==> src/rtl/axrm_pkg.sv <==
`default_nettype none
// +--------------------------------------------------------------------------+
// | Module : axrm_pkg                                                        |
// | Brief  : Shared types and constants for the iterative 8x8 approximate     |
// |          recursive multiplier (axrm_seq_mul / axrm_mul2x2).               |
// | Contents:                                                                |
// |   axrm_state_e      - controller state encoding (IDLE, RUN, DONE)         |
// |   AXRM_STEPS        - number of 2x2 digit-pair steps per product          |
// |   AXRM_K_W          - width of the step counter                           |
// |   AXRM_DIGIT_W      - digit width in bits                                 |
// |   AXRM_APPROX_3X3   - approximate value used for the 3x3 digit product    |
// |   AXRM_DEFAULT_MASK - default set of approximable steps (low nibbles)     |
// |   axrm_shift()      - bit offset of digit pair (i,j) in the product       |
// | Rev    : 1.0  initial release                                            |
// +--------------------------------------------------------------------------+
package axrm_pkg;

  typedef enum logic [1:0] {
    ST_IDLE = 2'd0,
    ST_RUN  = 2'd1,
    ST_DONE = 2'd2
  } axrm_state_e;

  localparam int          AXRM_STEPS        = 16;
  localparam int          AXRM_K_W          = $clog2(AXRM_STEPS);
  localparam int          AXRM_DIGIT_W      = 2;
  localparam logic [3:0]  AXRM_APPROX_3X3   = 4'd7;
  localparam logic [15:0] AXRM_DEFAULT_MASK = 16'h0033;

  // Digit pair (i,j) carries weight 4^(i+j), i.e. a left shift of 2*(i+j).
  function automatic logic [3:0] axrm_shift(input logic [1:0] i, input logic [1:0] j);
    logic [2:0] s;
    s = {1'b0, i} + {1'b0, j};
    return {s, 1'b0};
  endfunction

endpackage
`default_nettype wire

==> src/rtl/axrm_mul2x2.sv <==
`default_nettype none
// +--------------------------------------------------------------------------+
// | Module : axrm_mul2x2                                                     |
// | Brief  : Combinational 2x2 digit multiplier. Exact unless 'approx' is     |
// |          set, in which case 3x3 yields 7 instead of 9 (drops a carry).    |
// | Ports  :                                                                 |
// |   a       in  [1:0]  multiplicand digit                                  |
// |   b       in  [1:0]  multiplier digit                                    |
// |   approx  in         select approximate rule for this digit pair         |
// |   product out [3:0]  digit product                                       |
// | Rev    : 1.0  initial release                                            |
// +--------------------------------------------------------------------------+
module axrm_mul2x2
  import axrm_pkg::*;
(
  input  logic [AXRM_DIGIT_W-1:0] a,
  input  logic [AXRM_DIGIT_W-1:0] b,
  input  logic                    approx,
  output logic [3:0]              product
);

  logic [3:0] w_exact;
  logic       w_both3;

  assign w_exact = {2'b00, a} * {2'b00, b};
  assign w_both3 = (a == 2'b11) && (b == 2'b11);

  // 3x3 is the only digit pair where the approximation differs.
  assign product = (approx && w_both3) ? AXRM_APPROX_3X3 : w_exact;

endmodule
`default_nettype wire

==> src/rtl/axrm_seq_mul.sv <==
`default_nettype none
// +--------------------------------------------------------------------------+
// | Module : axrm_seq_mul                                                    |
// | Brief  : Iterative 8x8 recursive multiplier. Walks all sixteen 2x2 digit  |
// |          pairs through one shared axrm_mul2x2 core, one pair per cycle,   |
// |          accumulating into a 16-bit result. Steps flagged in APPROX_MASK  |
// |          use the approximate 3x3 rule when approx_en was set on accept.   |
// | Ports  :                                                                 |
// |   clk        in        rising-edge clock                                 |
// |   rst_n      in        asynchronous active-low reset                     |
// |   in_valid   in        operands valid                                    |
// |   in_ready   out       block can accept operands (IDLE)                  |
// |   a, b       in  [7:0] multiplicand / multiplier                         |
// |   approx_en  in        approximation enable, sampled on accept           |
// |   out_valid  out       result valid (DONE)                               |
// |   out_ready  in        consumer accepts result                           |
// |   result     out [15:0] registered product                              |
// |   busy       out       high in RUN or DONE                               |
// | Rev    : 1.0  initial release                                            |
// +--------------------------------------------------------------------------+
module axrm_seq_mul #(
  parameter logic [15:0] APPROX_MASK = axrm_pkg::AXRM_DEFAULT_MASK
) (
  input  logic        clk,
  input  logic        rst_n,
  input  logic        in_valid,
  output logic        in_ready,
  input  logic [7:0]  a,
  input  logic [7:0]  b,
  input  logic        approx_en,
  output logic        out_valid,
  input  logic        out_ready,
  output logic [15:0] result,
  output logic        busy
);

  import axrm_pkg::*;

  localparam logic [AXRM_K_W-1:0] c_last_k = AXRM_K_W'(AXRM_STEPS - 1);

  axrm_state_e r_state;
  axrm_state_e w_state_nxt;

  logic [7:0]          r_a;
  logic [7:0]          r_b;
  logic                r_approx_en;
  logic [15:0]         r_acc;
  logic [15:0]         r_result;
  logic [AXRM_K_W-1:0] r_k;

  logic                    w_accept;
  logic                    w_run;
  logic                    w_last;
  logic [1:0]              w_i;
  logic [1:0]              w_j;
  logic [AXRM_DIGIT_W-1:0] w_ad;
  logic [AXRM_DIGIT_W-1:0] w_bd;
  logic                    w_approx;
  logic [3:0]              w_p;
  logic [15:0]             w_term;
  logic [15:0]             w_acc_nxt;

  // ---------------------------------------------------------------------
  // Step decode: k[1:0] selects the a digit, k[3:2] the b digit.
  // ---------------------------------------------------------------------
  assign w_i      = r_k[1:0];
  assign w_j      = r_k[3:2];
  assign w_ad     = r_a[{w_i, 1'b0} +: AXRM_DIGIT_W];
  assign w_bd     = r_b[{w_j, 1'b0} +: AXRM_DIGIT_W];
  assign w_approx = r_approx_en & APPROX_MASK[r_k];

  axrm_mul2x2 u_core (
    .a       (w_ad),
    .b       (w_bd),
    .approx  (w_approx),
    .product (w_p)
  );

  // Largest term is 9 << 12, and the exact total tops out at 65025, so the
  // 16-bit accumulator never overflows (approximation only ever subtracts).
  assign w_term    = {12'd0, w_p} << axrm_shift(w_i, w_j);
  assign w_acc_nxt = r_acc + w_term;

  assign w_run  = (r_state == ST_RUN);
  assign w_last = (r_k == c_last_k);

  // ---------------------------------------------------------------------
  // Controller
  // ---------------------------------------------------------------------
  always_ff @(posedge clk or negedge rst_n) begin
    if (!rst_n) begin
      r_state <= ST_IDLE;
    end else begin
      r_state <= w_state_nxt;
    end
  end

  always_comb begin
    w_state_nxt = r_state;
    w_accept    = 1'b0;
    case (r_state)
      ST_IDLE: begin
        if (in_valid) begin
          w_accept    = 1'b1;
          w_state_nxt = ST_RUN;
        end
      end
      ST_RUN: begin
        if (w_last) begin
          w_state_nxt = ST_DONE;
        end
      end
      ST_DONE: begin
        // New operands are deliberately ignored until the result drains.
        if (out_ready) begin
          w_state_nxt = ST_IDLE;
        end
      end
      default: begin
        w_state_nxt = ST_IDLE;
      end
    endcase
  end

  // ---------------------------------------------------------------------
  // Operand latch, step counter and accumulator
  // ---------------------------------------------------------------------
  always_ff @(posedge clk or negedge rst_n) begin
    if (!rst_n) begin
      r_a         <= 8'd0;
      r_b         <= 8'd0;
      r_approx_en <= 1'b0;
      r_acc       <= 16'd0;
      r_k         <= '0;
      r_result    <= 16'd0;
    end else if (w_accept) begin
      r_a         <= a;
      r_b         <= b;
      r_approx_en <= approx_en;
      r_acc       <= 16'd0;
      r_k         <= '0;
    end else if (w_run) begin
      r_acc <= w_acc_nxt;
      // Counter wraps back to 0 after the last step, ready for the next op.
      r_k   <= r_k + 1'b1;
      // result only moves on the RUN->DONE edge, so it is stable in DONE.
      if (w_last) begin
        r_result <= w_acc_nxt;
      end
    end
  end

  assign in_ready  = (r_state == ST_IDLE);
  assign out_valid = (r_state == ST_DONE);
  assign busy      = (r_state != ST_IDLE);
  assign result    = r_result;

endmodule
`default_nettype wire

==> config.mk <==
export PLATFORM = sky130hd
export DESIGN_NAME = axrm_seq_mul
export DESIGN_NICKNAME = d
export VERILOG_FILES = /design/src/rtl/axrm_pkg.sv /design/src/rtl/axrm_mul2x2.sv /design/src/rtl/axrm_seq_mul.sv
export SDC_FILE = /design/constraint.sdc
export NUM_CORES = 1
export LEC_CHECK = 0
export ABC_AREA = 1
export CELL_PAD_IN_SITES_DETAIL_PLACEMENT = 1
export CELL_PAD_IN_SITES_GLOBAL_PLACEMENT = 1
export CORE_ASPECT_RATIO = 1.25
export CORE_UTILIZATION = 35
export DETAILED_ROUTE_END_ITERATION = 12
export GPL_ROUTABILITY_DRIVEN = 0
export PLACE_DENSITY_LB_ADDON = 0.1
export RECOVER_POWER = 25
export SYNTH_ARGS = -nofsm -noshare
export SYNTH_HDL_FRONTEND = slang
export SYNTH_SLANG_ARGS = --single-unit
==> constraint.sdc <==
create_clock -name clk -period 9.3 [get_ports clk]
set_input_delay 2.325 -clock clk [delete_from_list [all_inputs] [get_ports clk]]
set_output_delay 2.325 -clock clk [all_outputs]
set_load 0.02 [all_outputs]
==> run metrics <==
max-slew violation count=56; power per cell area=407 nW/um^2; CP max FO=55; final period utilization=51.3%; Comb power frac=61.3%; number of synthesis warnings=0; Area growth syn-to-layout=18.9%; largest net degree at the start of global routing=56; GRT Total Usage=18.4%; Syn Nets=468; Worst Path Buf+Inv=2; clock skew=0.0101 ns; RSZ-0062 raised after global routing=no; clock network fraction of design power=11.8%; Die Span Y=between 100 and 150 um; Max VDD drop=0.106 mV; DR iter-0 viols=59; Critical Path RT=9.05 ns; switch share=49.2%; failing checks=capacitance limit, slew limit; setup slack, reg-to-reg=about 5.7 ns; R2R depth=21; Starting Density=a little over a third; via count=2848; leak pwr=2.00 nW; Synth Register Bits=55; CP Class=in -> async; Final setup viols=0; Worst Setup Start Kind=primary input; CP Capture Type=async pin; fmax=209 MHz; crit path time final=4.78 ns; CTS buffer count=5; drt wl/cell=13.7 um; TNS Setup=0 ns; cell-internal power=0.822 mW; clk root buf=clkbuf_16; Diodes inserted=0; critical path launch point=rst_n; Worst Path Arrival=4.53 ns; crit-path cells=buf_2, clkbuf_1; Worst R2R Start=r_k[0]; DIE AREA=9930 um^2; chip width=89.4 um; fin area=3970 um^2; WHS=about 0.48 ns; Post-Syn Area=3340 um^2; area post-placement=3830 um^2; Avg Cell Area, Syn=between 7 and 8 um^2; postcts setup bufs=0; synth unique cells=between 40 and 50; most common cell after layout, fill and taps aside=nand2_1; TritonRoute pass-1 iters=4; post-CTS sizing=0; HP Start=r_b[4]; global-route wire length before repair=14200 um; PortBufs=39; Layout Nets=506; Detail Placement HPWL=6080 um; critical path's largest stage delay=2.10 ns; final WL=approximately 8000 um; switching pwr=around 0.80 mW; IO Pins=40; total grt overflow=0; max_cap viols=1; # clock sinks=55; fraction of layout cells with a size suffix above 1=8.86%; r2r endpoint=r_acc[10]; H-tree depth=2; Mapped Cells=424; hold depth=2; WP depth=2; CP max stage cell=clkbuf_1; Max Buffers Root-to-Sink=2; Residual DRC=0; Clock transition at path regs=0.07 ns; sequential area share after synthesis=just over 40%; Final ANT Viol Nets=0; end of the critical path=result[11]; worst-skew pair later-pin latency=approximately 0.30 ns; sequential power share=27.0%; Std-Cell Rows=39; vias in the first global route=3014; headroom to the max-slew limit=-98.9%; DR vias/cell=4.86; Hold Violations, Final=0; Worst-Margin Slew=2.98 ns; Core Area=9220 um^2; status=finished with violations; cts hold-fix bufs=0; CTS tree=done; Hold Path Class=reg -> reg; initial antenna violation count=0; most frequent cells in the layout=nand2_1, dfrtp_1, clkdlybuf4s50_1; kind of cell adding the most delay to the critical path=buffers and inverters
==> routing by layer <==
metal,vias to the layer above,track usage (%),part of all wire (%)
li1,1434,-,-
met1,1371,21.2,41
met2,34,33.6,55
met3,9,2.76,1.8
met4,0,5.93,2.2
met5,-,0,0
==> synthesized netlist by cell type (all sizes together) <==
cell / number / share of area, %
fa: 2 / 1.2
o22ai: 2 / 0.37
nand3b: 1 / 0.22
a21o: 2 / 0.45
ha: 21 / 7.9
o21bai: 1 / 0.22
nor4: 1 / 0.19
xnor2: 6 / 1.6
buf: 6 / 1.3
nand3: 26 / 5.0
a211oi: 2 / 0.45
clkbuf: 3 / 0.34
xor2: 5 / 1.3
o31ai: 1 / 0.22
a31oi: 3 / 0.56
o221ai: 1 / 0.26
clkinv: 1 / 0.15
o32ai: 1 / 0.26
nand4: 2 / 0.37
inv: 40 / 4.6
dfrtp: 55 / 41
o21ai: 33 / 5.2
nor3: 1 / 0.15
or2: 1 / 0.19
nand2: 164 / 19
a21oi: 11 / 1.8
nor2: 32 / 5.0
==> worst min-delay path by stage <==
stage | to | slack, ns
floorplan | r_a[2] | 0.45
global route | result[14] | 0.51
finish | r_b[4] | 0.48
CTS | result[14] | 0.49
detailed placement | r_a[6] | 0.47
global placement | result[13] | 0.46
==> sequential cells by signal, summed over array words and instances (netlist names) <==
signal       count
r_acc           16
r_b              8
r_approx_en      1
r_k              4
result          16
r_a              8
r_state          2
==> metrics by stage <==
stage | std cells | power [mW] | util, % | setup slack (ns)
6_report | 586 | 1.62 | 43.0 | 4.52
5_1_grt | 586 | 1.79 | 43.0 | 3.81
4_1_cts | 586 | 1.65 | 43.1 | 5.22
3_5_place_dp | 578 | 1.45 | 41.5 | 5.10
3_3_place_gp | 578 | 1.42 | 41.5 | 5.23
2_1_floorplan | 424 | 1.18 | - | 5.92
==> kinds of logic after synthesis <==
| family | Yosys count | synth area share (%) |
|---|---|---|
| fa+ha+maj | 23 | 9.07 |
| flops | 55 | 41.2 |
| xor+xnor | 11 | 2.89 |
| buf+inv | 50 | 6.45 |
| simple gates | 228 | 30.6 |
| compound gates | 57 | 9.75 |
==> power groups by stage <==
stage	clock network, mW	logic, mW	registers (mW)
2_1_floorplan	0	0.729	0.449
3_3_place_gp	0	0.980	0.440
3_5_place_dp	0	1.01	0.442
4_1_cts	0.198	1.01	0.439
5_1_grt	0.204	1.13	0.454
6_report	0.190	0.991	0.436
==> layout make-up <==
cell class,count,area [um^2]
Fill cell,1121,5250
Clock inverter,3,18.8
Tap cell,123,154
Timing Repair Buffer,40,389
Multi-Input combinational cell,319,1750
Inverter,41,160
Clock buffer,5,125
Sequential cell,55,1380
Note: power is estimated with default switching activity, not from simulation.
